[src/rtl/sync_frame_tx.sv]
// Serial frame transmitter: sync word, MSB-first payload, idle gap.
// Feeds the serial input of the sync-word detector on the same clock.
module sync_frame_tx #(
  parameter logic [7:0] SYNC = 8'hD3,
  parameter int         DW   = 8,
  parameter int         GAP  = 1
) (
  input  logic          clk,
  input  logic          rst_n,
  input  logic          load,
  input  logic [DW-1:0] data,
  output logic          ready,
  output logic          dout,
  output logic          active,
  output logic          done
);

  typedef enum logic [1:0] {
    S_IDLE,
    S_SYNC,
    S_DATA,
    S_GAP
  } state_t;

  localparam logic [4:0] CNT_SYNC = 5'd7;
  localparam logic [4:0] CNT_DW   = 5'(DW - 1);
  localparam logic [4:0] CNT_GAP  = 5'((GAP > 0) ? GAP - 1 : 0);

  state_t        state;
  state_t        nstate;
  logic [4:0]    cnt;
  logic [4:0]    ncnt;
  logic [DW-1:0] sh;
  logic [DW-1:0] nsh;
  logic          last;
  logic          take;
  logic          eof;
  logic          ndout;
  logic          nactive;
  logic          ndone;

  assign last = (cnt == 5'd0);
  assign take = load & ready;

  // ready depends only on state and counter: idle or final bit of a frame
  always_comb begin
    ready = 1'b0;
    unique case (state)
      S_IDLE:  ready = 1'b1;
      S_DATA:  ready = last && (GAP == 0);
      S_GAP:   ready = last;
      default: ready = 1'b0;
    endcase
  end

  // next state, counter and payload register
  always_comb begin
    nstate = state;
    ncnt   = cnt;
    nsh    = sh;
    eof    = 1'b0;
    unique case (state)
      S_IDLE: eof = 1'b1;
      S_SYNC: begin
        if (last) begin
          nstate = S_DATA;
          ncnt   = CNT_DW;
        end else begin
          ncnt = cnt - 5'd1;
        end
      end
      S_DATA: begin
        if (!last) begin
          nsh  = sh << 1;
          ncnt = cnt - 5'd1;
        end else if (GAP > 0) begin
          nstate = S_GAP;
          ncnt   = CNT_GAP;
        end else begin
          eof = 1'b1;
        end
      end
      S_GAP: begin
        if (last) eof = 1'b1;
        else      ncnt = cnt - 5'd1;
      end
      default: nstate = S_IDLE;
    endcase
    if (eof) begin
      if (take) begin
        nstate = S_SYNC;
        ncnt   = CNT_SYNC;
        nsh    = data;
      end else begin
        nstate = S_IDLE;
        ncnt   = 5'd0;
      end
    end
  end

  // output values for the bit that the next state will carry
  always_comb begin
    ndout   = 1'b0;
    nactive = 1'b0;
    ndone   = 1'b0;
    unique case (nstate)
      S_SYNC: begin
        ndout   = SYNC[ncnt[2:0]];
        nactive = 1'b1;
      end
      S_DATA: begin
        ndout   = nsh[DW-1];
        nactive = 1'b1;
        ndone   = (ncnt == 5'd0);
      end
      default: ndout = 1'b0;
    endcase
  end

  // single registered FSM with registered serial outputs
  always_ff @(posedge clk or negedge rst_n) begin
    if (!rst_n) begin
      state  <= S_IDLE;
      cnt    <= 5'd0;
      sh     <= '0;
      dout   <= 1'b0;
      active <= 1'b0;
      done   <= 1'b0;
    end else begin
      state  <= nstate;
      cnt    <= ncnt;
      sh     <= nsh;
      dout   <= ndout;
      active <= nactive;
      done   <= ndone;
    end
  end

endmodule

[config.mk]
export PLATFORM = sky130hd
export DESIGN_NAME = sync_frame_tx
export DESIGN_NICKNAME = d
export VERILOG_FILES = /design/src/rtl/sync_frame_tx.sv
export SDC_FILE = /design/constraint.sdc
export NUM_CORES = 1
export LEC_CHECK = 0
export BUFFER_PORTS_ARGS = -buffer_cell sky130_fd_sc_hd__buf_2
export CORE_MARGIN = 8
export CORE_UTILIZATION = 50
export CTS_CLUSTER_DIAMETER = 100
export DETAILED_ROUTE_END_ITERATION = 16
export PLACE_DENSITY = 0.76
export SETUP_SLACK_MARGIN = 0.1
export SYNTH_ARGS = -nofsm -noshare
export SYNTH_HDL_FRONTEND = slang
export SYNTH_SLANG_ARGS = --single-unit
[constraint.sdc]
create_clock -name clk -period 3.85 [get_ports clk]
set_input_delay 0.77 -clock clk [delete_from_list [all_inputs] [get_ports clk]]
set_output_delay 0.77 -clock clk [all_outputs]
set_load 0.1 [all_outputs]
### Word-level counts from Yosys, hierarchy flattened

Memory sizes are Yosys's and may differ from the RTL's.
Cells that the tools add are included.
Widths: inputs -> output; s select.

* add/subtract/negate cells: 1
* $mul: 0
* div/mod/pow operators: 0
* magnitude comparators: 1
* eq/ne operators: 5
* shifts and indexed selects: 0
* muxes and demuxes: 22
* bitwise gates (word level): 1
* reduce and logical (&&, ||, !) cells: 4

Operators with widths (count)
* $mux 8: 4
* $mux 5: 4
* $pmux 5 s3: 1
* $logic_not 5->1: 2
* $eq 2x2->1 const B: 3
* $mux 2: 3
* $pmux 1 s2: 3
* $mux 1: 5
* $sub 5x1->5 const B: 1
* $eq 2x1->1 const B: 2
* $lt 3x4->1 const B: 1
* $pmux 2 s2: 1
* $mux 3: 1
* $logic_not 2->1: 1
* $reduce_or 2->1: 1
* $and 1x1->1: 1

* flip-flop bits (word level): 18
* bits in latches: 0
* RAM bits: 0
* memory bits (read-only): 8
* bits of input ports: 11
* output and inout bits: 4
* word-level logic and storage cells: 41
* memories kept: 1

Memory list
* (no name shown): words 8, bits a word 1, rd ports 1, clocked after Yosys merged registers in 0, wr ports 0, line 108 `ndout = SYNC[ncnt[2:0]];`

### Logic depth before layout (Yosys ltp)

* depth in word-level cells: 8
* gate-level depth with buffers: 14
* depth with buffers taken out: 12

### Least setup slack after synthesis

OpenSTA, ideal clock, no wires.

* kind: register to register
* start point: register cnt[0]
* end point: register dout
* library setup time: 77 ps
* arrival time: 2447 ps
* data required time: 3773 ps
* path slack: 1325 ps
* cell stages (with the launch flop): 15
* buffers on the path: 2
* clock period less this slack: 2525 ps
* path through: dfrtp_1 -> inv_1 -> ha_1 -> nor4b_4 -> inv_2 -> o31ai_4 -> buf_6 -> nand2_1 -> buf_4 -> o21a_1 -> inv_1 -> ha_1 -> inv_1 -> a311o_1 -> a21oi_1

* elaborated cells on any way between the ends: 26
* classes of those cells: 1 x add/sub; 2 x eq/ne; 20 x mux; 1 x bitwise; 1 x reduce/logical; 1 x memory

RTL lines
* start, declared: line 31 `logic [4:0] cnt;`
* start signal, assigned: line 131 `cnt <= ncnt;`
* $logic_not 5->1 (*): line 42 `assign last = (cnt == 5'd0);`
* $pmux 1 s2 (*): line 48 `unique case (state)`
* named net ready: line 12 `output logic ready,`
* $and 1x1->1 (*): line 43 `assign take = load & ready;`
* $mux 1 (*): line 90 `if (take) begin`
* $mux 2 (*): line 89 `if (eof) begin`
* named net nstate[0]: line 30 `state_t nstate;`
* $eq 2x2->1 or $eq 2x1->1 (tied branches): line 106 `unique case (nstate)`
* $pmux 1 s2 (*): line 106
* named net ndout: line 38 `logic ndout;`
* end signal, assigned: line 133 `dout <= ndout;`
* end, declared: line 13 `output logic dout,`

The timed path passes the listed nets; every way through them passes the cells marked *. The select of a mux whose other input is x is not followed.

### Worst setup path in the final report

* start point: register cnt[0]
* end point: output port ready

* word-level cells in the longest chain between the ends: 2

RTL lines (line)
* $logic_not 5->1: 42
* $pmux 1 s2: 48
* end, declared: 12

Every way passes these cells.

==> impl_metrics.env <==
export IMPL_status="complete, no violations"
export IMPL_ys_ff_latch=18
export IMPL_required_ps=3080
export IMPL_synth_ff_type="dfrtp_1"
export IMPL_synth_top_cell_area_share=0.410
export IMPL_use_met1=0.138
export IMPL_tns_ps=0
export IMPL_netlist_area_um2=1100
export IMPL_r2r_end="dout$_DFF_PN0_"
export IMPL_rsz0062_at_grt="no"
export IMPL_final_nets=151
export IMPL_ctsHoldBuffers=0
export IMPL_period_needed_ps=3130
export IMPL_gp_congestion=0.893
export IMPL_diodes=0
export IMPL_cts_tree="done"
export IMPL_cts_sinks=18
export IMPL_cts_buffers=3
export IMPL_rrSetupSlack_ps=1080
export IMPL_num_io_pins=15
export IMPL_power_density_nw_per_um2=949
export IMPL_path_clk_slew_ps=100
export IMPL_synth_area_leaders="dfrtp_1 (41%), ha_1 (11%), mux2i_1 (6.4%)"
export IMPL_portBuffers=14
export IMPL_grt_pass1_vias=808
export IMPL_p_total_uw=1160
export IMPL_cts_resized_gates=0
export IMPL_reg2reg_from="cnt[0]$_DFF_PN0_"
export IMPL_yosysTopAreaCell="dfrtp_1"
export IMPL_ir_worst_vdd_mv=0.570
export IMPL_syn_area_per_cell_um2=9.72
export IMPL_routed_wl_um=2100
export IMPL_slew_violations=0
export IMPL_finalSetupViolCount=0
export IMPL_max_cap_violations=0
export IMPL_use_met3=0.0466
export IMPL_rows=17
export IMPL_finalHoldViolCount=0
export IMPL_skew_ps=6.50
export IMPL_worstSetupEndpointType="output pin"
export IMPL_htreeDepth=1
export IMPL_synthArstFlopShare=1.00
export IMPL_crit_path_max_fanout=11
export IMPL_initial_core_util=0.511
export IMPL_crit_arrival_ps=2360
export IMPL_worstSetupPathType="reg2out"
export IMPL_synth_nets=134
export IMPL_synth_edf_count=0
export IMPL_fin_cells=157
export IMPL_yosysWarnings=0
export IMPL_fin_crit_sh=0.814
export IMPL_core_um2=2150
export IMPL_ys_types=31
export IMPL_clk_latency_ps=290
export IMPL_ff2ff_path_depth=13
export IMPL_grt_max_degree=21
export IMPL_hpwl_um=1640
export IMPL_via_per_inst=5.39
export IMPL_gr_total_overflow=0
export IMPL_grt_busiest_layer="met2"
export IMPL_drc=0
export IMPL_globalRouteMet2Util=0.172
export IMPL_vias=847
export IMPL_clockBufferDepth=2
export IMPL_cts_setup_buffers=0
export IMPL_maxSlewHeadroom=0.643
export IMPL_syn_to_final_growth_pct=10.8
export IMPL_placedCellCount=153
export IMPL_critPathSlowestCell="buf_2"
export IMPL_dieHeight_um=62.9
export IMPL_min_path_type="in2async"
export IMPL_worstMarginPinSlew_ps=531
export IMPL_wire_per_inst_um=13.4
export IMPL_layout_drive_gt1_share=0.186
export IMPL_grt_pass1_wl_um=3730
export IMPL_syn_instance_count=113
export IMPL_cp_cell_sequence="inv_1, ha_1, nor4b_4, inv_2, o31ai_4, buf_2"
export IMPL_yosysSeqAreaShare=0.410
export IMPL_dr_pass1_iters=4
export IMPL_drt_iter0_drc=27
export IMPL_cpPeakStageDelay_ps=520
export IMPL_p_leak_uw=0.000625
export IMPL_fin_hold_ws_ps=384
export IMPL_die_x_um=62.9
export IMPL_antenna_found_initial=0
export IMPL_cts_root_buf="clkbuf_4"
export IMPL_cp_start_kind="register"
export IMPL_dieArea_um2=3950
export IMPL_grt_usage=0.114
export IMPL_antenna_left=0
export IMPL_fmax_mhz=319
## where the power goes
part / internal, uW / switching (uW) / leakage (uW)
registers: 270 / 53.3 / 0.000221
logic: 241 / 478 / 0.000383
clock network: 57.7 / 56.5 / 0.0000210
## metal layers
metal  vias to the layer above  wire, um
met3                         3       119
met2                        18       934
met1                       398      1030
met5                         -         0
li1                        428         -
met4                         0        11
## worst max-delay path: cells and delay by family, from the launching register on
kind,cells,cell delay (ps)
AO/OA/AOI/OAI,1,420
AND/OR/NAND/NOR,1,270
flip-flops,1,420
buffers and inverters,3,780
adder cells (fa/ha/maj),1,180
## cell families after synthesis
| kind of cell | share of synthesized area |
|---|---|
| compound gates | 0.179 |
| fa+ha+maj | 0.114 |
| buf+inv | 0.0683 |
| flops | 0.410 |
| mux | 0.0638 |
| simple gates | 0.165 |
## metrics by stage
step	area [um^2]	util	worst slack, ps
after CTS	1220	0.567	707
after detailed placement	1180	0.550	1050
after global routing	1220	0.567	549
final	1220	0.567	718
after global placement	1180	0.550	1070
after floorplan	1100	-	1330
## layout make-up
| class | count | area, um^2 |
|---|---|---|
| Clock buffer | 4 | 36.3 |
| Fill cell | 197 | 931 |
| Inverter | 12 | 45.0 |
| Multi-Input combinational cell | 80 | 573 |
| Sequential cell | 18 | 450 |
| Tap cell | 28 | 35.0 |
| Timing Repair Buffer | 15 | 77.6 |
## registers in the layout, indices dropped and copies added, names as in the netlist
name	count
dout	1
active	1
state	2
done	1
sh	8
cnt	5
## worst max-delay path by stage
| stage | startpoint | end | cells after the start |
|---|---|---|---|
| after detailed placement | cnt[0]$_DFF_PN0_ | ready | 6 |
| final | cnt[0]$_DFF_PN0_ | ready | 6 |
| after global placement | cnt[0]$_DFF_PN0_ | ready | 6 |
| after global routing | cnt[0]$_DFF_PN0_ | ready | 6 |
| after CTS | cnt[0]$_DFF_PN0_ | ready | 6 |
| after floorplan | cnt[0]$_DFF_PN0_ | dout$_DFF_PN0_ | 14 |
## Yosys cell counts (2+ instances only)
cell type  number
nor3_1          3
mux2i_1         7
a211oi_1        3
a21oi_1        10
dfrtp_1        18
o21ai_0         3
nand2_1        10
inv_1          11
a22oi_1         2
ha_1           10
nor2b_1         2
nand3_1         2
nor2_1         11
o22ai_1         3
buf_6           2
## layout by cell type, fill, tap and decap left out, types with 2 or more instances in the layout
master	netlist	final
mux2i_1	7	7
o21ai_0	3	3
dfrtp_1	18	18
buf_2	0	14
nand2_1	10	10
nor2b_1	2	2
a211oi_1	3	3
clkbuf_4	0	3
nand3_1	2	2
inv_1	11	11
o22ai_1	3	3
a21oi_1	10	10
a22oi_1	2	2
nor3_1	3	3
nor2_1	11	11
ha_1	10	10
Power figures use the tool's default switching activity.
